## src/rtl/scaler_pkg.sv

```systemverilog
// Shared constants and types for the F01-driven binary divider chain
// (stages FS02..FS33) and its input-activity watchdog.
package scaler_pkg;

  localparam int NSTAGES     = 32;
  localparam int FIRST_STAGE = 2;
  localparam int WDOG_WIDTH  = 7;
  localparam int WDOG_LIMIT  = 64;

  typedef logic [NSTAGES-1:0]    stage_vec_t;
  typedef logic [WDOG_WIDTH-1:0] wdog_cnt_t;

  // Bits that went 0->1 between two successive chain values.
  function automatic stage_vec_t rise_mask(input stage_vec_t old_v, input stage_vec_t new_v);
    return new_v & ~old_v;
  endfunction

  // Bits that went 1->0 between two successive chain values.
  function automatic stage_vec_t fall_mask(input stage_vec_t old_v, input stage_vec_t new_v);
    return old_v & ~new_v;
  endfunction

endpackage

```

## src/rtl/scaler_watchdog.sv

```systemverilog
// FS01_n activity watchdog: counts clocks since the last FS01_n edge and
// raises SCAFAL once the input has been quiet for too long.
module scaler_watchdog
  import scaler_pkg::*;
(
  input  logic CLOCK,
  input  logic SIM_RST,
  input  logic FS01_n,
  output logic SCAFAL
);

  logic      prev_q,   prev_d;
  wdog_cnt_t cnt_q,    cnt_d;
  logic      scafal_q, scafal_d;
  logic      transition;

  always_comb begin
    transition = FS01_n ^ prev_q;
    prev_d     = FS01_n;
    cnt_d      = cnt_q;
    scafal_d   = 1'b0;
    if (transition) begin
      cnt_d = '0;
    end else begin
      // Saturate so a dead input keeps the flag set indefinitely.
      if (cnt_q != '1) cnt_d = cnt_q + wdog_cnt_t'(1);
      scafal_d = (cnt_q >= wdog_cnt_t'(WDOG_LIMIT));
    end
  end

  always_ff @(posedge CLOCK) begin
    if (SIM_RST) begin
      prev_q   <= 1'b1;
      cnt_q    <= '0;
      scafal_q <= 1'b0;
    end else begin
      prev_q   <= prev_d;
      cnt_q    <= cnt_d;
      scafal_q <= scafal_d;
    end
  end

  assign SCAFAL = scafal_q;

endmodule

```

## src/rtl/scaler.sv

```systemverilog
// Scaler: 32-stage synchronous binary divider advanced on each falling edge
// of F01 (FS01_n rising), with per-stage rise/fall pulses and a watchdog.
module scaler
  import scaler_pkg::*;
(
  input  logic               CLOCK,
  input  logic               SIM_RST,
  input  logic               FS01_n,
  input  logic               SCLRST,
  output logic [NSTAGES-1:0] FS,
  output logic [NSTAGES-1:0] FS_n,
  output logic [NSTAGES-1:0] FA,
  output logic [NSTAGES-1:0] FB,
  output logic               SCAFAL
);

  logic       prev_q, prev_d;
  stage_vec_t fs_q,   fs_d;
  stage_vec_t fa_q,   fa_d;
  stage_vec_t fb_q,   fb_d;
  logic       advance;

  // The whole chain updates in one step, so no ripple states are ever visible.
  always_comb begin
    advance = FS01_n & ~prev_q;
    prev_d  = FS01_n;
    fs_d    = fs_q;
    fa_d    = '0;
    fb_d    = '0;
    if (SCLRST) begin
      fs_d = '0;
    end else if (advance) begin
      fs_d = fs_q + stage_vec_t'(1);
      fa_d = rise_mask(fs_q, fs_d);
      fb_d = fall_mask(fs_q, fs_d);
    end
  end

  // prev_q resets to 1 so a high FS01_n right after reset is not an advance.
  always_ff @(posedge CLOCK) begin
    if (SIM_RST) begin
      prev_q <= 1'b1;
      fs_q   <= '0;
      fa_q   <= '0;
      fb_q   <= '0;
    end else begin
      prev_q <= prev_d;
      fs_q   <= fs_d;
      fa_q   <= fa_d;
      fb_q   <= fb_d;
    end
  end

  assign FS   = fs_q;
  assign FS_n = ~fs_q;
  assign FA   = fa_q;
  assign FB   = fb_q;

  scaler_watchdog u_watchdog (
    .CLOCK   (CLOCK),
    .SIM_RST (SIM_RST),
    .FS01_n  (FS01_n),
    .SCAFAL  (SCAFAL)
  );

endmodule

```

## config.mk

```make
export PLATFORM = sky130hd
export DESIGN_NAME = scaler
export DESIGN_NICKNAME = d
export VERILOG_FILES = /design/src/rtl/scaler_pkg.sv /design/src/rtl/scaler_watchdog.sv /design/src/rtl/scaler.sv
export SDC_FILE = /design/constraint.sdc
export NUM_CORES = 1
export LEC_CHECK = 0
export CELL_PAD_IN_SITES_DETAIL_PLACEMENT = 2
export CELL_PAD_IN_SITES_GLOBAL_PLACEMENT = 2
export CORE_AREA = 2 2 110 139
export CTS_BUF_LIST = sky130_fd_sc_hd__clkbuf_2
export DETAILED_ROUTE_END_ITERATION = 10
export DIE_AREA = 0 0 112 141
export GPL_ROUTABILITY_DRIVEN = 0
export HOLD_SLACK_MARGIN = 0.15
export MAX_ROUTING_LAYER = met4
export PLACE_DENSITY_LB_ADDON = 0.2
export SLEW_MARGIN = 20
export SYNTH_ARGS = -nofsm -noshare
export SYNTH_HDL_FRONTEND = slang
export SYNTH_SLANG_ARGS = --single-unit
```

## constraint.sdc

```tcl
create_clock -name CLOCK -period 3.3 [get_ports CLOCK]
set_clock_uncertainty 0.1 [all_clocks]
set_input_delay 0.825 -clock CLOCK [delete_from_list [all_inputs] [get_ports CLOCK]]
set_output_delay 0.825 -clock CLOCK [all_outputs]
set_load 0.01 [all_outputs]
```

==> results.json <==
{
  "syn_area_um2": 4410,
  "worstMarginPinSlew_ps": 733,
  "viasPerCell": 4.82,
  "final_hold_viol_count": 0,
  "antenna_found_initial": 1,
  "port_buffers": 132,
  "die_h_um": 141,
  "antenna_left": 0,
  "p_int_mw": 1.51,
  "final_util_pct": 41.2,
  "ys_seq_elements": 105,
  "post_dp_cell_area_um2": 5920,
  "rows": 50,
  "p_clk_share_pct": 29.6,
  "yosysWarnings": 0,
  "drt_iter0_markers": 148,
  "timing.fmax_mhz": 364,
  "grt_pass1_wl_mm": 20.9,
  "pwr-share-seq_pct": 64.0,
  "grt_max_degree": 64,
  "cts_made_buffers": 9,
  "power_mw": 2.03,
  "ioPinCount": 133,
  "comb_power_share_pct": 6.4,
  "postCtsSetupBuffers": 0,
  "swShare_pct": 25.6,
  "mappedNetlistNets": 513,
  "wire_per_inst_um": 17.3,
  "final_nets": 635,
  "drv_slew": 0,
  "maxSlewHeadroom_pct": 51.2,
  "finalSetupViolations": 0,
  "cts_resized": 0,
  "final_common_cell": "clkdlybuf4s50_1",
  "power_density_nw_per_um2": 337,
  "place_hpwl_mm": 9.40,
  "first_pass_iters": 4,
  "cts.clk_slew.worst_paths_ps": 270,
  "crit_fanout": 8,
  "final_cell_mix": "132 x clkdlybuf4s50_1, 105 x dfxtp_1, 66 x and3_1, 65 x ha_1, 42 x nor2_1",
  "start_kind": "register",
  "die_area_um2": 15800,
  "insertion_delay_ps": 610,
  "worstSetupPathType": "register to output pin",
  "p_leak_nw": 2.61,
  "maxCapViolCount": 0,
  "synth_cell_types": 29,
  "cts_root_buffer": "clkbuf_2",
  "period_needed_ps": 2740,
  "grt_pass1_vias": 3980,
  "status": "finished, final reports clean",
  "reg2reg_depth": 5,
  "synth_top_cell_by_area": "dfxtp_1",
  "area_growth_pct": 36.8,
  "num_vias": 3628,
  "synth_area_leaders": "dfxtp_1 48%, ha_1 19%, and3_1 9.4%, a211oi_1 5.3%, nor2_1 3.7%",
  "clock_path_buffers": 2,
  "hold_class": "register to register",
  "core_area_um2": 14600,
  "die_x_um": 112,
  "vdd_drop_max_uv": 138,
  "synthCells": 443,
  "cp.required_ps": 2370,
  "drt-total-wl_mm": 13.0,
  "tns_ps": 0,
  "holdWs_ps": 439,
  "cts_tree": "yes",
  "hold_buffers": 0,
  "clock-sinks": 105,
  "h-tree-depth": 3,
  "overflow": 0,
  "hold_path_depth": 1,
  "final_cell_area_um2": 6030,
  "drive_gt1_share_pct": 5.09,
  "avgSynthCellArea_um2": 9.94,
  "drc": 0,
  "ys_seq_area_share_pct": 47.7,
  "period_share_pct": 83.1,
  "grt_usage_pct": 17.1,
  "start_util_pct": 30.1,
  "arrival_ps": 1820,
  "switching_power_mw": 0.519,
  "grt_setup_unrepaired": "no",
  "synth_top_area_share_pct": 47.7,
  "cp-end-kind": "output pin"
}
power groups by stage:
stage / clock (mW) / sequential [mW] / combinational, mW
global placement: 0 / 1.32 / 0.126
CTS: 0.637 / 1.30 / 0.133
detailed placement: 0 / 1.32 / 0.132
finish: 0.601 / 1.30 / 0.130
floorplan: 0 / 1.32 / 0.0629
global route: 0.679 / 1.30 / 0.143
stage by stage:
step	std cells	setup WS, ps
2_1_floorplan	443	1120
4_1_cts	752	455
5_1_grt	753	420
3_5_place_dp	736	722
6_report	753	556
3_3_place_gp	736	847
critical path, stage by stage (launching register included):
cell and delay [ps]:
dfxtp_1 580, inv_1 140, clkdlybuf4s50_1 500
cells in the mapped netlist:
cell type,n
dfxtp_1,105
and3_1,66
ha_1,66
nor2_1,43
inv_1,38
a211oi_1,31
clkbuf_1,25
nor3_1,14
nand2_1,9
nor4_1,5
a21oi_1,4
and4_1,4
nand3_1,4
nand4_1,4
o21ai_0,4
a31oi_1,3
and2_1,3
or2_2,3
nor4_2,2
a21boi_0,1
a41o_1,1
buf_2,1
buf_6,1
nand2b_1,1
nand3_2,1
nor2b_1,1
nor4_4,1
or4_4,1
xnor2_1,1
worst paths after layout:
path / from / to / slack (ps)
hold reg to reg: u_watchdog.cnt_q[6]$_SDFFE_PP0P_ / u_watchdog.SCAFAL$_SDFF_PP0_ / 440
hold / removal: u_watchdog.cnt_q[6]$_SDFFE_PP0P_ / u_watchdog.SCAFAL$_SDFF_PP0_ / 440
setup / recovery: FS[0]$_SDFFE_PP0N_ / FS_n[0] / 560
setup reg to reg: FS[10]$_SDFFE_PP0N_ / FS[25]$_SDFFE_PP0N_ / 790
layer usage:
metal / part of all wire [%] / global-route usage, % / vias up
li1: - / - / 1758
met1: 43 / 19.0 / 1779
met2: 52 / 30.9 / 77
met3: 3.4 / 2.71 / 14
met4: 1.8 / 6.42 / 0
met5: 0 / - / -
registers in the layout, indices dropped and copies added (netlist names):
signal	count
u_watchdog.prev_q	1
FB	32
FS	32
u_watchdog.SCAFAL	1
u_watchdog.cnt_q	7
FA	32
logic make-up (layout without fill, tap and decap cells):
logic type | after synthesis | count (layout) | synth area share [%]
buf+inv | 65 | 192 | 5.74
fa+ha+maj | 66 | 66 | 18.7
simple gates | 162 | 162 | 20.6
compound gates | 44 | 44 | 7.02
flops | 105 | 105 | 47.7
xor+xnor | 1 | 1 | 0.199
other cells | 0 | 1 | 0
cell type report:
cell class / instances / area [um2]
antenna: 1 / 2.50
clock inverter: 5 / 46.3
timing repair buffer: 138 / 1380
clock buffer: 11 / 55.1
inverter: 38 / 143
sequential: 105 / 2100
fill: 1592 / 8610
tap: 182 / 228
multi-input combinational: 273 / 2070
Power figures use the tool's default switching activity.
